## src/rtl/sprite_pkg.sv

```systemverilog
`default_nettype none
// +--------------------------------------------------------------------+
// | Module      : sprite_pkg                                           |
// | Description : Shared types and constants for the sprite motion     |
// |               scheduler: coordinate width, signed velocity type,   |
// |               scheduler state encoding and velocity saturation.    |
// | Revision    : 1.0 - initial release                                |
// +--------------------------------------------------------------------+
package sprite_pkg;

  localparam int CORDW = 10;

  typedef logic signed [3:0] vel_t;

  typedef enum logic [1:0] {
    IDLE   = 2'd0,
    UPDATE = 2'd1,
    DONE   = 2'd2
  } state_t;

  // Most negative velocity that may be stored. Keeping -8 out of the
  // register file means a bounce (negation) can never overflow.
  localparam vel_t VEL_MIN = -4'sd7;

  function automatic vel_t sat_vel(input vel_t v);
    return (v < VEL_MIN) ? VEL_MIN : v;
  endfunction

endpackage
`default_nettype wire

```

## src/rtl/sprite_axis_step.sv

```systemverilog
`default_nettype none
// +--------------------------------------------------------------------+
// | Module      : sprite_axis_step                                     |
// | Description : Combinational single-axis move with edge bounce.     |
// |               Adds the velocity to the position; clamps to 0 or    |
// |               limit and reverses velocity when the move overshoots.|
// | Ports       : pos     - current position                           |
// |               vel     - current signed velocity                    |
// |               limit   - largest legal position                     |
// |               pos_nxt - updated position                           |
// |               vel_nxt - updated velocity                           |
// | Revision    : 1.0 - initial release                                |
// +--------------------------------------------------------------------+
module sprite_axis_step
  import sprite_pkg::*;
#(
  parameter int CORDW = sprite_pkg::CORDW
) (
  input  logic [CORDW-1:0] pos,
  input  vel_t             vel,
  input  logic [CORDW-1:0] limit,
  output logic [CORDW-1:0] pos_nxt,
  output vel_t             vel_nxt
);

  // One extra bit so a step below zero is visible as a negative value.
  logic signed [CORDW:0] w_sum;

  always_comb begin
    w_sum   = $signed({1'b0, pos}) + $signed({{(CORDW-3){vel[3]}}, vel});
    pos_nxt = w_sum[CORDW-1:0];
    vel_nxt = vel;
    if (w_sum[CORDW]) begin
      pos_nxt = '0;
      vel_nxt = -vel;
    end else if (w_sum > $signed({1'b0, limit})) begin
      pos_nxt = limit;
      vel_nxt = -vel;
    end
  end

endmodule
`default_nettype wire

```

## src/rtl/sprite_motion_ctrl.sv

```systemverilog
`default_nettype none
// +--------------------------------------------------------------------+
// | Module      : sprite_motion_ctrl                                   |
// | Description : Per-frame motion scheduler for N_SQ bouncing squares.|
// |               On frame_start it sweeps the squares one per pixel   |
// |               strobe; between frames it accepts position/velocity  |
// |               commands over a valid/ready handshake.               |
// | Ports       : clk, rst_n           - clock, async active-low reset |
// |               stb_pix              - pixel strobe (state enable)   |
// |               frame_start          - start-of-frame pulse          |
// |               pause, step          - freeze / single-step control  |
// |               cmd_valid/cmd_ready  - command handshake             |
// |               cmd_id,cmd_x,cmd_y   - target square and position    |
// |               cmd_dx, cmd_dy       - signed velocities             |
// |               qx, qy               - packed square positions       |
// |               busy                 - sweep in progress             |
// |               upd_done             - sweep-complete strobe         |
// | Revision    : 1.0 - initial release                                |
// +--------------------------------------------------------------------+
module sprite_motion_ctrl
  import sprite_pkg::*;
#(
  parameter int N_SQ   = 4,
  parameter int H_RES  = 640,
  parameter int V_RES  = 480,
  parameter int Q_SIZE = 32,
  parameter int CORDW  = sprite_pkg::CORDW
) (
  input  logic                  clk,
  input  logic                  rst_n,
  input  logic                  stb_pix,
  input  logic                  frame_start,
  input  logic                  pause,
  input  logic                  step,
  input  logic                  cmd_valid,
  output logic                  cmd_ready,
  input  logic [2:0]            cmd_id,
  input  logic [CORDW-1:0]      cmd_x,
  input  logic [CORDW-1:0]      cmd_y,
  input  vel_t                  cmd_dx,
  input  vel_t                  cmd_dy,
  output logic [N_SQ*CORDW-1:0] qx,
  output logic [N_SQ*CORDW-1:0] qy,
  output logic                  busy,
  output logic                  upd_done
);

  localparam int               c_IDXW  = (N_SQ > 1) ? $clog2(N_SQ) : 1;
  localparam logic [c_IDXW-1:0] c_LAST = c_IDXW'(N_SQ - 1);
  localparam logic [CORDW-1:0] c_LIM_X = CORDW'(H_RES - Q_SIZE);
  localparam logic [CORDW-1:0] c_LIM_Y = CORDW'(V_RES - Q_SIZE);

  state_t              r_state;
  state_t              w_state_nxt;
  logic [c_IDXW-1:0]   r_idx;
  logic                r_step_pend;

  logic                w_start;
  logic                w_upd;
  logic                w_cmd_xfer;
  logic [CORDW-1:0]    w_cmd_x;
  logic [CORDW-1:0]    w_cmd_y;
  vel_t                w_cmd_dx;
  vel_t                w_cmd_dy;

  logic [N_SQ*4-1:0]   w_dx_all;
  logic [N_SQ*4-1:0]   w_dy_all;
  logic [CORDW-1:0]    w_cur_x;
  logic [CORDW-1:0]    w_cur_y;
  vel_t                w_cur_dx;
  vel_t                w_cur_dy;
  logic [CORDW-1:0]    w_nx;
  logic [CORDW-1:0]    w_ny;
  vel_t                w_ndx;
  vel_t                w_ndy;

  // Frame start wins over a command arriving on the same strobe.
  assign cmd_ready  = (r_state == IDLE) && !frame_start;
  assign w_cmd_xfer = stb_pix && cmd_valid && cmd_ready;
  assign w_start    = stb_pix && (r_state == IDLE) && frame_start &&
                      (!pause || r_step_pend);
  assign w_upd      = stb_pix && (r_state == UPDATE);

  assign w_cmd_x  = (cmd_x > c_LIM_X) ? c_LIM_X : cmd_x;
  assign w_cmd_y  = (cmd_y > c_LIM_Y) ? c_LIM_Y : cmd_y;
  assign w_cmd_dx = sat_vel(cmd_dx);
  assign w_cmd_dy = sat_vel(cmd_dy);

  // Current square selected by the sweep index.
  assign w_cur_x  = qx[r_idx*CORDW +: CORDW];
  assign w_cur_y  = qy[r_idx*CORDW +: CORDW];
  assign w_cur_dx = w_dx_all[r_idx*4 +: 4];
  assign w_cur_dy = w_dy_all[r_idx*4 +: 4];

  sprite_axis_step #(.CORDW(CORDW)) u_axis_x (
    .pos     (w_cur_x),
    .vel     (w_cur_dx),
    .limit   (c_LIM_X),
    .pos_nxt (w_nx),
    .vel_nxt (w_ndx)
  );

  sprite_axis_step #(.CORDW(CORDW)) u_axis_y (
    .pos     (w_cur_y),
    .vel     (w_cur_dy),
    .limit   (c_LIM_Y),
    .pos_nxt (w_ny),
    .vel_nxt (w_ndy)
  );

  // State register, sweep index and pending single-step request.
  always_ff @(posedge clk or negedge rst_n) begin
    if (!rst_n) begin
      r_state     <= IDLE;
      r_idx       <= '0;
      r_step_pend <= 1'b0;
    end else begin
      r_state <= w_state_nxt;
      if (w_start) begin
        r_idx <= '0;
      end else if (w_upd) begin
        r_idx <= (r_idx == c_LAST) ? '0 : r_idx + 1'b1;
      end
      if (w_start) begin
        r_step_pend <= 1'b0;
      end else if (stb_pix && step && pause) begin
        r_step_pend <= 1'b1;
      end
    end
  end

  always_comb begin
    w_state_nxt = r_state;
    busy        = (r_state != IDLE);
    upd_done    = (r_state == DONE);
    if (stb_pix) begin
      unique case (r_state)
        IDLE:    if (w_start) w_state_nxt = UPDATE;
        UPDATE:  if (r_idx == c_LAST) w_state_nxt = DONE;
        DONE:    w_state_nxt = IDLE;
        default: w_state_nxt = IDLE;
      endcase
    end
  end

  // Per-square position/velocity registers. Sweep and command can never
  // hit the same square on one strobe because commands are only taken
  // in IDLE.
  for (genvar i = 0; i < N_SQ; i++) begin : g_sq
    logic [CORDW-1:0] r_x;
    logic [CORDW-1:0] r_y;
    vel_t             r_dx;
    vel_t             r_dy;

    always_ff @(posedge clk or negedge rst_n) begin
      if (!rst_n) begin
        r_x  <= '0;
        r_y  <= CORDW'(i * Q_SIZE);
        r_dx <= 4'sd1;
        r_dy <= 4'sd1;
      end else if (w_upd && (r_idx == c_IDXW'(i))) begin
        r_x  <= w_nx;
        r_y  <= w_ny;
        r_dx <= w_ndx;
        r_dy <= w_ndy;
      end else if (w_cmd_xfer && (cmd_id == 3'(i))) begin
        r_x  <= w_cmd_x;
        r_y  <= w_cmd_y;
        r_dx <= w_cmd_dx;
        r_dy <= w_cmd_dy;
      end
    end

    assign qx[i*CORDW +: CORDW] = r_x;
    assign qy[i*CORDW +: CORDW] = r_y;
    assign w_dx_all[i*4 +: 4]   = r_dx;
    assign w_dy_all[i*4 +: 4]   = r_dy;
  end

endmodule
`default_nettype wire

```

## config.mk

```make
export PLATFORM = sky130hd
export DESIGN_NAME = sprite_motion_ctrl
export DESIGN_NICKNAME = d
export VERILOG_FILES = /design/src/rtl/sprite_pkg.sv /design/src/rtl/sprite_axis_step.sv /design/src/rtl/sprite_motion_ctrl.sv
export SDC_FILE = /design/constraint.sdc
export NUM_CORES = 1
export LEC_CHECK = 0
export ABC_AREA = 1
export CORE_MARGIN = 2
export CORE_UTILIZATION = 50
export DETAILED_ROUTE_END_ITERATION = 7
export PLACE_DENSITY = 0.86
export SLEW_MARGIN = 30
export SYNTH_ARGS = -nofsm -noshare
export SYNTH_HDL_FRONTEND = slang
export SYNTH_HIERARCHICAL = 1
export SYNTH_SLANG_ARGS = --single-unit
```

## constraint.sdc

```tcl
create_clock -name clk -period 8.4 [get_ports clk]
set_clock_uncertainty 0.05 [all_clocks]
set_input_delay 1.26 -clock clk [delete_from_list [all_inputs] [get_ports clk]]
set_output_delay 1.26 -clock clk [all_outputs]
set_load 0.02 [all_outputs]
```

==> impl_metrics.yaml, run 1 <==
status:
  status: "complete, no violations"
global_route:
  grt_first_pass_wirelength_um: 45530
  grt_max_degree: 65
  grt_use_total_pct: 31.52
  grt_overflow: 0
  antenna_found_initial: 0
  grt_pass1_vias: 9009
critical_path:
  cp.arrival_ns: 5.55
  crit_path_start_kind: "flop"
  cp.required_ns: 8.63
  end_kind: "flop"
  reg2reg_depth: 23
  path_class: "flop to flop"
  worstPathMaxFanout: 20
final_layout:
  fin_nets: 1533
  final_common_cell: "nand2_1"
  fillers: 1546
  multi_input_area_mm2: 0.005084
  layout_common_cells: "nand2_1 (354), nor2_1 (190), inv_1 (154), clkdlybuf4s50_1 (119), nand3_1 (109)"
  area_growth_pct: 22.36
  diodes: 0
  register_area_mm2: 0.002943
  drive_gt1_share_pct: 6.447
clock_tree:
  hold_buffers: 0
  clock_latency_ns: 0.42
  h-tree-depth: 4
  clk_pin_slew_ns: 0.06
  clockBufferDepth: 2
  clock_sink_count: 117
  cts_tree: "done"
  cts_buffers: 17
  root_buffer: "clkbuf_16"
  post-cts-setup-buffers: 0
  cts_resized: 0
floorplan:
  die_x_um: 136.5
  die_h_um: 136.5
  start_util_pct: 50.89
  io_pins: 121
  rows: 48
  die-area_mm2: 0.01862
  fp.coreArea_mm2: 0.01724
sta:
  slew_viol_final: 0
  worst_slew_pin_slew_ns: 1.019
  rsz0062_at_grt: "false"
  slew_headroom_pct: 31.85
  fmax_mhz: 188.1
  setup_viol: 0
  fin_crit_sh_pct: 63.28
  timing.final.crit_period_ns: 5.316
  hold_viol: 0
  setup_tns_ns: 0
drt:
  drc: 0
  dr.pass1.iters: 6
  ant_nets: 0
  routed_wl_um: 28760
  first_iter_violations: 1159
  routed_via_density: 5.764
  wl_per_cell_um: 17.09
  vias: 9700
logic_synthesis:
  netlist_instances: 1314
  synth_area_mm2: 0.008772
  synth-seq-cells: 117
  synth_enable_flop_cells: 0
  yosys_warnings: 6
  ys.flop_type: "dfrtp_1"
  async_reset_ff_share_pct: 100.0
  ys_types: 45
  ys_seq_area_share_pct: 33.55
  syn_avg_cell_area_um2: 6.676
worst_hold_path:
  min_path_cells: 2
  worstHoldPathType: "flop to flop"
placed_design:
  port_buffers: 120
  dp_hpwl_um: 19750
  gp_congestion: 0.9552
job:
  cap_violations: 0
worst paths after layout:
kind | start | to | slack (ns)
worst max register to register | r_idx[1] | g_sq[0].r_y[5] | 3.08
worst min register to register | g_sq[2].r_dy[0] | g_sq[2].r_dy[0] | 0.42
worst min-delay path | g_sq[2].r_dy[0] | g_sq[2].r_dy[0] | 0.42
max in group asynchronous | rst_n | g_sq[0].r_y[2] | 6.15
worst max-delay path | r_idx[1] | g_sq[0].r_y[5] | 3.08
min in group asynchronous | rst_n | g_sq[2].r_x[7] | 0.85
sequential cells by signal (all words and copies together), names as in the netlist:
register,count
g_sq.r_dx,16
r_idx,2
r_step_pend,1
g_sq.r_dy,16
r_state,2
g_sq.r_y,40
g_sq.r_x,40
synthesized netlist by cell type (2+ instances only):
library cell / number / area share [%]
inv_1: 154 / 6.6
inv_2: 6 / 0.26
buf_2: 20 / 1.1
o211ai_1: 5 / 0.43
a21boi_0: 4 / 0.34
nand2_2: 17 / 1.2
xnor2_1: 5 / 0.50
dfrtp_1: 105 / 30
or2_0: 2 / 0.14
nand2_1: 354 / 15
or2_2: 3 / 0.21
clkinv_1: 3 / 0.13
nor2_4: 5 / 0.64
conb_1: 2 / 0.086
nand2_4: 3 / 0.39
a21oi_1: 63 / 3.6
o21bai_1: 3 / 0.26
buf_6: 3 / 0.39
nor3_2: 3 / 0.34
a21o_1: 3 / 0.26
fa_1: 2 / 0.46
nand3b_1: 6 / 0.51
o21ai_1: 6 / 0.34
clkbuf_1: 20 / 0.86
nand4_1: 8 / 0.57
nor2_1: 190 / 8.1
nor2_2: 2 / 0.14
nand3_1: 109 / 6.2
nor3_1: 10 / 0.57
xor2_1: 6 / 0.60
and3_1: 2 / 0.14
o22ai_1: 40 / 2.9
o31ai_1: 2 / 0.17
dfstp_2: 12 / 3.6
o21ai_0: 72 / 4.1
ha_1: 48 / 6.8
buf_4: 8 / 0.68
routing by layer:
| metal | track usage (%) | share of wire, % | vias up |
|---|---|---|---|
| met5 | 0 | 0 | - |
| met3 | 8.576 | 13 | 127 |
| met4 | 15.05 | 4.4 | 0 |
| li1 | - | - | 4442 |
| met2 | 48.94 | 45 | 692 |
| met1 | 40.74 | 38 | 4439 |
cells by family after synthesis:
group / after synthesis / share of synthesized area, %
AO/OA/AOI/OAI: 201 / 12.65
adder cells (fa/ha/maj): 50 / 7.303
buffers and inverters: 215 / 10.08
AND/OR/NAND/NOR: 718 / 35.23
XOR/XNOR: 11 / 1.098
flip-flops: 117 / 33.55
other: 2 / 0.08561
layout make-up:
class                      instances  share of cell area, %
clock inverter                    10                  1.014
timing repair buffer             127                  11.66
sequential                       117                  27.42
inverter                         163                  5.700
clock buffer                      22                  4.231
multi-input combinational       1019                  47.36
tap                              225                  2.623
worst max-delay path, cell delays in order (launching register included):
cell     delay [ns]
dfrtp_1        0.38
inv_1          0.36
buf_4          0.36
o21ai_0        0.13
o22ai_1        0.72
ha_1           0.44
a21oi_1        0.26
nand2_1        0.11
a21oi_1        0.18
xnor2_1        0.15
ha_1           0.32
nand2_1        0.09
inv_1          0.06
a21oi_1        0.15
nand2_1        0.07
nand2_1        0.06
nand2_1        0.05
nand2_1        0.34
inv_1          0.25
nor2_1         0.15
nor2_1         0.13
or2_0          0.24
nand2_1        0.07
a21oi_1        0.04
metrics by stage:
step                      cells  area (um^2)  utilization [%]  worst slack (ns)  hold slack (ns)
final                      1683        10730            62.28             3.084           0.4162
after global routing       1683        10730            62.28             2.768           0.4519
after global placement     1651        10170            59.01             3.365           0.4060
after CTS                  1683        10730            62.28             3.230           0.4163
after detailed placement   1651        10170            59.01             3.245           0.4061
after floorplan            1351         8911                -             4.423           0.3936
Power of run 1 is left out: the tool's default activity adds up to more than one toggle a clock period on the data nets, which glitch-free logic cannot reach.
==> inputs of run 2 (changes only) <==
--- a/config.mk
+++ b/config.mk
@@ -9,7 +9,7 @@
 export CORE_MARGIN = 2
 export CORE_UTILIZATION = 50
 export DETAILED_ROUTE_END_ITERATION = 7
-export PLACE_DENSITY = 0.86
+export PLACE_DENSITY = 0.89
 export SLEW_MARGIN = 30
 export SYNTH_ARGS = -nofsm -noshare
 export SYNTH_HDL_FRONTEND = slang
==> constraint.sdc (replaced) <==
create_clock -name clk -period 4.82 [get_ports clk]
set_clock_uncertainty 0.05 [all_clocks]
set_input_delay 0.723 -clock clk [delete_from_list [all_inputs] [get_ports clk]]
set_output_delay 0.723 -clock clk [all_outputs]
set_load 0.02 [all_outputs]
==> impl_metrics.yaml, run 2 (synthesis results as in run 1) <==
status:
  status: "complete, no violations"
drt:
  ant_nets: 0
  routed_via_density: 5.774
  drc: 0
  first_iter_violations: 1204
  route.met3.wl_um: 4115
  vias: 9769
  met2_length_um: 12890
  routed_wl_um: 29350
  dr.pass1.iters: 7
  wl_per_cell_um: 17.35
  met1_length_um: 10810
  highest_layer: "met4"
global_route:
  antenna_found_initial: 0
  grt_overflow: 0
  grt_max_degree: 82
  grt_pass1_vias: 9301
  grt_first_pass_wirelength_um: 46630
  grt_use_total_pct: 32.66
clock_tree:
  root_buffer: "clkbuf_16"
  clockBufferDepth: 2
  cts_buffers: 17
  h-tree-depth: 4
  hold_buffers: 0
  cts_tree: "done"
  clk_pin_slew_ns: 0.06
  clock_sink_count: 117
  clock_latency_ns: 0.43
final_layout:
  diodes: 0
  fillers: 1444
  top_regs: "g_sq.r_x: 40 flops, g_sq.r_y: 40 flops"
  final_cells: 1692
  area_growth_pct: 23.98
  layout_common_cells: "nand2_1 (353), nor2_1 (189), inv_1 (153), clkdlybuf4s50_1 (119), nand3_1 (109)"
  final_common_cell: "nand2_1"
  fin_nets: 1543
  drive_gt1_share_pct: 7.362
critical_path:
  cp.required_ns: 5.12
  slowest_delay_ns: 0.43
  path_class: "flop to flop"
  slowest_stage: "fa_1"
  cp.arrival_ns: 4.77
  cp_cell_sequence: "clkinv_1 > buf_4 > o21ai_0 > o22ai_1 > ha_1 > inv_1 > fa_1 > o21bai_1 > nand3_1 > nand2_1 > nand2_1 > nand2_1 > ha_1 > a21o_1 > a21oi_1 > nand2_4 > nand2_4 > nand2_1 > a21oi_1 > inv_1 > nand2_1 > nand2_1 > nor2_1"
  critical_path.top_delay_family: "compound AO/OA/AOI/OAI gates"
  crit_path_frequent_cell: "nand2_1"
  path_buf_inv: 4
  crit_path_start_kind: "flop"
  worstPathMaxFanout: 31
  end_kind: "flop"
floorplan:
  start_util_pct: 50.89
  die-area_mm2: 0.01862
  fp.coreArea_mm2: 0.01724
  die_x_um: 136.5
  rows: 48
  die_h_um: 136.5
  io_pins: 121
sta:
  worst_slew_pin_slew_ns: 0.9800
  timing.final.crit_period_ns: 4.467
  hold_viol: 0
  fmax_mhz: 223.9
  rsz0062_at_grt: "false"
  setup_tns_ns: 0
  fin_crit_sh_pct: 92.68
  slew_headroom_pct: 34.45
  setup_viol: 0
  timing.hold.ws_ns: 0.2977
  slew_viol_final: 0
worst_hold_path:
  worstHoldPathType: "input pin to async pin"
placed_design:
  dp_hpwl_um: 20400
  port_buffers: 120
  dp_cells: 1661
  gp_congestion: 0.9974
job:
  cap_violations: 0
[run 2: path summary, 6_finish.rpt]
kind | start | cells after the start | to | slack, ns
setup / recovery | r_idx[0] | 23 | g_sq[2].r_x[5] | 0.35
hold / removal | rst_n | 1 | g_sq[2].r_x[4] | 0.30
max in group asynchronous | rst_n | 2 | g_sq[2].r_dy[0] | 3.39
setup reg to reg | r_idx[0] | 23 | g_sq[2].r_x[5] | 0.35
hold reg to reg | g_sq[2].r_dx[0] | 2 | g_sq[2].r_dx[0] | 0.43
min in group clk | g_sq[2].r_dx[0] | 2 | g_sq[2].r_dx[0] | 0.43
[run 2: timing repair]
item | 4_1_cts | 5_1_grt
endpoints found under the setup margin | 0 | 8
buffers inserted | 0 | 0
endpoints found under the hold margin | 0 | 0
resized for setup | 0 | 3
[run 2: stage by stage]
stage	worst slack [ns]	area [um^2]	utilization, %
after floorplan	0.8432	8911	-
after global placement	0.6143	10260	59.52
after detailed placement	0.5121	10260	59.54
after CTS	0.4701	10860	63.03
after global routing	0.05346	10880	63.10
final	0.3528	10880	63.10
[run 2: area by class of cell]
| class | count | area, um^2 | share of cell area (%) |
|---|---|---|---|
| clock inverter | 8 | 123.9 | 1.139 |
| multi-input combinational | 1019 | 5095 | 46.85 |
| tap | 225 | 281.5 | 2.589 |
| timing repair buffer | 137 | 1343 | 12.34 |
| inverter | 163 | 611.8 | 5.626 |
| sequential | 117 | 2943 | 27.06 |
| clock buffer | 23 | 478.0 | 4.395 |
[run 2: worst reg2reg max path: stages (launching register included)]
cell	delay (ns)
dfrtp_1	0.41
clkinv_1	0.07
buf_4	0.30
o21ai_0	0.16
o22ai_1	0.30
ha_1	0.26
inv_1	0.09
fa_1	0.43
o21bai_1	0.23
nand3_1	0.13
nand2_1	0.07
nand2_1	0.05
nand2_1	0.08
ha_1	0.25
a21o_1	0.19
a21oi_1	0.21
nand2_4	0.12
nand2_4	0.16
nand2_1	0.07
a21oi_1	0.40
inv_1	0.11
nand2_1	0.08
nand2_1	0.06
nor2_1	0.10
[run 2: routing by layer]
layer	vias to the layer above	global-route usage [%]
met5	-	0
met4	0	19.33
met3	147	8.986
met2	759	50.14
met1	4399	41.12
li1	4464	-
Power of run 2 is left out for the same reason.
